==> config.mk <==
export PLATFORM = sky130hd
export DESIGN_NAME = data_mem_arbiter
export DESIGN_NICKNAME = d
export VERILOG_FILES = /design/src/rtl/mem_arb_pkg.sv /design/src/rtl/mem_rd_latency_counter.sv /design/src/rtl/data_mem_arbiter.sv
export SDC_FILE = /design/constraint.sdc
export NUM_CORES = 1
export LEC_CHECK = 0
export CORE_MARGIN = 2
export CORE_UTILIZATION = 36
export CTS_CLUSTER_SIZE = 8
export DETAILED_ROUTE_END_ITERATION = 10
export GPL_TIMING_DRIVEN = 1
export HOLD_SLACK_MARGIN = 0.05
export PLACE_DENSITY = 0.88
export SETUP_SLACK_MARGIN = 0.2
export SYNTH_ARGS = -nofsm -noshare
export SYNTH_HDL_FRONTEND = slang
export SYNTH_SLANG_ARGS = --single-unit
==> constraint.sdc <==
create_clock -name clk -period 3.15 [get_ports clk]
set_clock_uncertainty 0.15 [all_clocks]
set_input_delay 0.4725 -clock clk [delete_from_list [all_inputs] [get_ports clk]]
set_output_delay 0.4725 -clock clk [all_outputs]
set_load 0.01 [all_outputs]
==> src/rtl/mem_arb_pkg.sv <==
// ============================================================================
// Module  : mem_arb_pkg
// Purpose : Shared types and defaults for the data-memory arbiter.
//           arb_state_t - arbiter sequencing state
//           arb_owner_t - which requester owns the outstanding read
// Revision: 1.0 - initial release
// ============================================================================
`default_nettype none

package mem_arb_pkg;

    typedef enum logic [1:0] {
        IDLE    = 2'd0,
        RD_WAIT = 2'd1,
        RD_RET  = 2'd2
    } arb_state_t;

    typedef enum logic {
        OWN_PIPE = 1'b0,
        OWN_EXT  = 1'b1
    } arb_owner_t;

    localparam int DATA_W_DEF = 24;

endpackage

`default_nettype wire

==> src/rtl/mem_rd_latency_counter.sv <==
// ============================================================================
// Module  : mem_rd_latency_counter
// Purpose : Read-latency timer. Loaded with RD_LAT in the read issue cycle,
//           counts down once per cycle and flags the cycle in which the
//           count reaches zero, i.e. the cycle RD_LAT after the load.
// Ports   : clk     - clock, rising edge
//           rst     - asynchronous reset, active-high
//           i_load  - read issued this cycle, restart the count
//           o_done  - memory read data is valid this cycle
// Revision: 1.0 - initial release
// ============================================================================
`default_nettype none

module mem_rd_latency_counter #(
    parameter int RD_LAT = 2
) (
    input  logic clk,
    input  logic rst,
    input  logic i_load,
    output logic o_done
);

    localparam int c_CNT_W = $clog2(RD_LAT + 1);

    logic [c_CNT_W-1:0] r_cnt;

    always_ff @(posedge clk or posedge rst) begin
        if (rst) begin
            r_cnt <= '0;
        end else if (i_load) begin
            r_cnt <= c_CNT_W'(RD_LAT);
        end else if (r_cnt != '0) begin
            r_cnt <= r_cnt - c_CNT_W'(1);
        end
    end

    // Done in the cycle whose decrement lands on zero.
    assign o_done = (r_cnt == c_CNT_W'(1));

endmodule

`default_nettype wire

==> src/rtl/data_mem_arbiter.sv <==
// ============================================================================
// Module  : data_mem_arbiter
// Purpose : Shares the single-port data memory between the pipeline MEM
//           stage and an external loader (DMA / image load) port. Issues
//           writes in a single cycle, sequences multi-cycle reads, returns
//           read data to the owning requester and stalls the pipeline while
//           its access is pending or blocked. One access outstanding at most.
// Ports   : clk, rst                  - clock / async active-high reset
//           i_pipe_re/we/addr/wdata   - MEM-stage request
//           o_pipe_rdata/rvalid       - load data to MEM/WB
//           o_pipe_stall              - freeze IF..EX/MEM registers
//           i_ext_req/we/addr/wdata   - loader request (held until grant)
//           o_ext_gnt                 - loader issue-cycle pulse
//           o_ext_rdata/rvalid        - loader read data
//           o_mem_addr/wdata/we/re    - memory macro control
//           i_mem_rdata               - memory data, RD_LAT after mem_re
// Revision: 1.0 - initial release
// ============================================================================
`default_nettype none

module data_mem_arbiter
    import mem_arb_pkg::*;
#(
    parameter int DATA_W     = DATA_W_DEF,
    parameter int RD_LAT     = 2,
    parameter int STARVE_MAX = 4
) (
    input  logic              clk,
    input  logic              rst,
    input  logic              i_pipe_re,
    input  logic              i_pipe_we,
    input  logic [DATA_W-1:0] i_pipe_addr,
    input  logic [DATA_W-1:0] i_pipe_wdata,
    output logic [DATA_W-1:0] o_pipe_rdata,
    output logic              o_pipe_rvalid,
    output logic              o_pipe_stall,
    input  logic              i_ext_req,
    input  logic              i_ext_we,
    input  logic [DATA_W-1:0] i_ext_addr,
    input  logic [DATA_W-1:0] i_ext_wdata,
    output logic              o_ext_gnt,
    output logic [DATA_W-1:0] o_ext_rdata,
    output logic              o_ext_rvalid,
    output logic [DATA_W-1:0] o_mem_addr,
    output logic [DATA_W-1:0] o_mem_wdata,
    output logic              o_mem_we,
    output logic              o_mem_re,
    input  logic [DATA_W-1:0] i_mem_rdata
);

    localparam int c_STARVE_W = $clog2(STARVE_MAX + 1);

    arb_state_t              r_state;
    arb_owner_t              r_owner;
    logic [c_STARVE_W-1:0]   r_starve;
    logic [DATA_W-1:0]       r_pipe_rdata;
    logic [DATA_W-1:0]       r_ext_rdata;

    logic w_pipe_req;
    logic w_arb_slot;
    logic w_ret_pipe;
    logic w_starved;
    logic w_ext_win;
    logic w_pipe_win;
    logic w_pipe_rd;
    logic w_ext_rd;
    logic w_issue_rd;
    logic w_cnt_done;

    assign w_pipe_req = i_pipe_re | i_pipe_we;
    assign w_arb_slot = (r_state == IDLE) || (r_state == RD_RET);
    assign w_starved  = (r_starve == c_STARVE_W'(STARVE_MAX));

    // In RD_RET(PIPE) the pipe's request lines still belong to the load that
    // is completing this cycle; it must not re-issue, but it still counts as
    // a requester so the loader only gets in when it is starved.
    assign w_ret_pipe = (r_state == RD_RET) && (r_owner == OWN_PIPE);

    assign w_ext_win  = !rst && w_arb_slot && i_ext_req && (!w_pipe_req || w_starved);
    assign w_pipe_win = !rst && w_arb_slot && !w_ret_pipe && !w_ext_win && w_pipe_req;

    // Write takes priority when both enables are set; the read is dropped.
    assign w_pipe_rd  = w_pipe_win && !i_pipe_we;
    assign w_ext_rd   = w_ext_win && !i_ext_we;
    assign w_issue_rd = w_pipe_rd || w_ext_rd;

    mem_rd_latency_counter #(
        .RD_LAT (RD_LAT)
    ) u_lat_cnt (
        .clk    (clk),
        .rst    (rst),
        .i_load (w_issue_rd),
        .o_done (w_cnt_done)
    );

    always_ff @(posedge clk or posedge rst) begin
        if (rst) begin
            r_state      <= IDLE;
            r_owner      <= OWN_PIPE;
            r_starve     <= '0;
            r_pipe_rdata <= '0;
            r_ext_rdata  <= '0;
        end else begin
            if (!i_ext_req || w_ext_win) begin
                r_starve <= '0;
            end else if (w_pipe_win && !w_starved) begin
                r_starve <= r_starve + c_STARVE_W'(1);
            end

            case (r_state)
                IDLE, RD_RET: begin
                    if (w_issue_rd) begin
                        r_state <= RD_WAIT;
                        r_owner <= w_ext_rd ? OWN_EXT : OWN_PIPE;
                    end else begin
                        r_state <= IDLE;
                    end
                end
                RD_WAIT: begin
                    if (w_cnt_done) begin
                        r_state <= RD_RET;
                        if (r_owner == OWN_PIPE) begin
                            r_pipe_rdata <= i_mem_rdata;
                        end else begin
                            r_ext_rdata <= i_mem_rdata;
                        end
                    end
                end
                default: r_state <= IDLE;
            endcase
        end
    end

    assign o_mem_re    = w_issue_rd;
    assign o_mem_we    = (w_pipe_win && i_pipe_we) || (w_ext_win && i_ext_we);
    assign o_mem_addr  = w_ext_win ? i_ext_addr  : (w_pipe_win ? i_pipe_addr  : '0);
    assign o_mem_wdata = w_ext_win ? i_ext_wdata : (w_pipe_win ? i_pipe_wdata : '0);
    assign o_ext_gnt   = w_ext_win;

    // Stall whenever the pipe's access cannot complete this cycle.
    assign o_pipe_stall = !rst && w_pipe_req && !w_ret_pipe &&
                          ((r_state == RD_WAIT) || w_ext_win || w_pipe_rd);

    assign o_pipe_rvalid = w_ret_pipe;
    assign o_ext_rvalid  = (r_state == RD_RET) && (r_owner == OWN_EXT);
    assign o_pipe_rdata  = r_pipe_rdata;
    assign o_ext_rdata   = r_ext_rdata;

endmodule

`default_nettype wire
==> impl_metrics.json <==
{
  "r2r-end": "u_lat_cnt.r_cnt[0]",
  "synth_area_um2": 2800,
  "die_area_um2": 8510,
  "fin_crit_ns": 2.89,
  "syn-num-nets": 349,
  "synthDistinctLibCells": 34,
  "hold_violations": 0,
  "switchingPower_mw": 1.20,
  "numCtsBuffers": 5,
  "use_met1_pct": 27.0,
  "max_cap_viol_count": 0,
  "insertion_delay_ns": 0.30,
  "cts-root-buf": "clkbuf_8",
  "grt_use_met3_pct": 8.63,
  "timing.final.crit_share_pct": 91.7,
  "drtAntennaViolNets": 0,
  "grt_max_degree": 49,
  "die_w_um": 92.2,
  "synth_top_area_share_pct": 50.0,
  "syn_inst": 219,
  "htreeDepth": 2,
  "cts_max_path_buffers": 2,
  "yosysWarnings": 0,
  "vias_per_cell": 5.16,
  "initial_core_util_pct": 36.6,
  "vias": 2918,
  "cellPowerDensity_nw_per_um2": 675,
  "drtIter0Drc": 56,
  "grt_util_met2_pct": 48.6,
  "power.leakage_nw": 2.63,
  "r2r_cells": 9,
  "cp-end-kind": "primary output",
  "clkPwrFrac_pct": 10.2,
  "grt_use_total_pct": 26.0,
  "combPwrFrac_pct": 55.5,
  "start_kind": "register",
  "cts_tree": "done",
  "core_area_um2": 7650,
  "hold_class": "input port to asynchronous set/reset pin",
  "drive_above_1_share_pct": 23.8,
  "antenna_found_initial": 0,
  "clk_pin_slew_worst_paths_ns": 0.10,
  "clock_sinks": 56,
  "synth_edf_count": 0,
  "holdWs_ns": 0.122,
  "critPathMaxFanout": 3,
  "power_mw": 3.67,
  "routedWlPerCell_um": 20.6,
  "grt_pass1_vias": 3045,
  "final_nets": 591,
  "rows": 32,
  "synthArstFlopShare_pct": 100,
  "fp.dieH_um": 92.2,
  "arrival_ns": 2.27,
  "dr.pass1.iters": 4,
  "outcome": "complete, no violations",
  "top_usage_layer": "met2",
  "crit_required_ns": 2.53,
  "maxClockFrequency_ghz": 0.346,
  "switching_share_pct": 32.7,
  "criticalPathCategory": "register to primary output",
  "rsz0062_at_grt": "yes",
  "worst_ir_drop_vdd_uv": 524,
  "netlist_top_cells_area": "dfrtp_1 (50%), mux2_2 (17%), a22o_1 (15%)",
  "ys_seq_area_share_pct": 50.0,
  "ys_ff_latch": 56,
  "setup_viol": 0,
  "synth_ff_type": "dfrtp_1",
  "drt_wl_total_um": 11600,
  "dp_hpwl_um": 8720,
  "ios": 228,
  "port_buffers": 227,
  "report.final.slew_viol_count": 0,
  "seqPwrFrac_pct": 34.2,
  "reg2reg_slack_ns": 1.18,
  "postCtsHoldBufs": 0,
  "avgSynthCellArea_um2": 12.8,
  "overflow": 0,
  "r2r_start": "r_starve[0]",
  "grt_pass1_wl_um": 16900,
  "synth_top_cell_by_area": "dfrtp_1",
  "worstMarginPinSlew_ns": 0.612,
  "p_int_mw": 2.47,
  "relSlewSlack_pct": 59.0,
  "drc": 0,
  "gp_congestion": 0.898,
  "area_growth_pct": 94.2
}
[placed cells by master, fill, tap and decap left out, types with 6 or more instances in the layout]
cell type and count:
dlygate4sd2_1 11, a22o_1 49, clkbuf_2 24, clkdlybuf4s50_1 173, dfrtp_1 56, mux2_1 6
mux2_2 43, dlymetal6s2s_1 19, buf_4 15
[flip-flops by register name, summed over array words and instances, names as in the netlist]
| register | flops |
|---|---|
| o_ext_rdata | 24 |
| r_owner | 1 |
| u_lat_cnt.r_cnt | 2 |
| r_state | 2 |
| o_pipe_rdata | 24 |
| r_starve | 3 |
[worst max-delay path by stage]
stage	from	end	slack [ns]	depth (start not counted)
final	r_starve[0]	o_mem_re	0.26	9
after global routing	r_starve[1]	o_mem_re	0.16	9
after CTS	r_starve[0]	o_mem_addr[0]	0.01	8
after detailed placement	i_pipe_we	o_mem_addr[0]	-0.001	7
after global placement	i_pipe_we	o_mem_addr[5]	0.02	7
after floorplan	r_starve[0]	o_mem_wdata[10]	0.90	9
[Yosys cell counts (2+ instances only)]
master and n:
a21oi_1 2, a31oi_1 2, nor2b_1 2, a22o_1 49, nand2_1 6, o22ai_1 2
buf_6 4, buf_4 2, inv_1 8, mux2_2 43, buf_2 6, dfrtp_1 56
nor2_1 2, mux2_1 6, clkbuf_1 4, o21ai_0 4, ha_1 4
[logic make-up (layout without fill, tap and decap cells)]
kind of cell,Yosys count,in the layout,synth area share [%]
muxes,49,49,19.7
DFF,56,56,50.0
xor gates and xnor gates,1,1,0.313
other,0,1,0
buffers and inverters,24,267,4.82
adders and majority gates,4,4,1.79
and+or+nand+nor,22,22,4.96
AOI/OAI and AO/OA,63,63,18.4
[layout make-up]
class / count / area [µm²]
inverters: 8 / 30.0
well taps: 102 / 128
clock buffers: 7 / 76.3
flip-flops and latches: 56 / 1400
repair buffers: 251 / 2490
diodes: 1 / 2.50
multi-input cells: 139 / 1300
clock inverters: 1 / 8.76
fillers: 568 / 2210
[worst max-delay path, stage by stage (launching register included)]
cell,delay [ns]
dfrtp_1,0.40
inv_2,0.08
ha_4,0.14
o2bb2ai_2,0.13
and3_4,0.24
buf_4,0.14
buf_4,0.11
mux2_2,0.35
inv_1,0.07
dlygate4sd2_1,0.30
[power by group through the flow]
stage               combinational, mW  clock [mW]  sequential [mW]
floorplan                       0.682           0             1.40
global placement                 1.95           0             1.24
detailed placement               1.99           0             1.27
CTS                              2.00       0.395             1.26
global route                     2.16       0.422             1.30
finish                           2.04       0.375             1.26
[per-stage QoR]
| stage | worst slack, ns | TNS [ns] | utilization (%) | area [µm²] | std cells |
|---|---|---|---|---|---|
| after detailed placement | -0.000953 | -0.000953 | 68.1 | 5210 | 541 |
| after floorplan | 0.897 | 0 | - | 2800 | 219 |
| after global routing | 0.165 | 0 | 71.1 | 5440 | 564 |
| after CTS | 0.0120 | 0 | 69.5 | 5320 | 553 |
| final | 0.260 | 0 | 71.2 | 5440 | 565 |
| after global placement | 0.0161 | 0 | 68.1 | 5210 | 541 |
[timing repair]
action,in CTS,in global routing
cloned,1,3
buffers inserted,3,8
resized for setup,41,72
endpoints found under the setup margin,51,43
hold endpoints to repair,0,0
pin swaps,1,5
[metal layers]
| layer | wire [µm] | part of all wire [%] | up-vias |
|---|---|---|---|
| li1 | - | - | 1317 |
| met1 | 4040 | 35 | 1420 |
| met2 | 6210 | 54 | 151 |
| met3 | 982 | 8.5 | 30 |
| met4 | 372 | 3.2 | 0 |
| met5 | 0 | 0 | - |
Note: power is estimated with default switching activity, not from simulation.
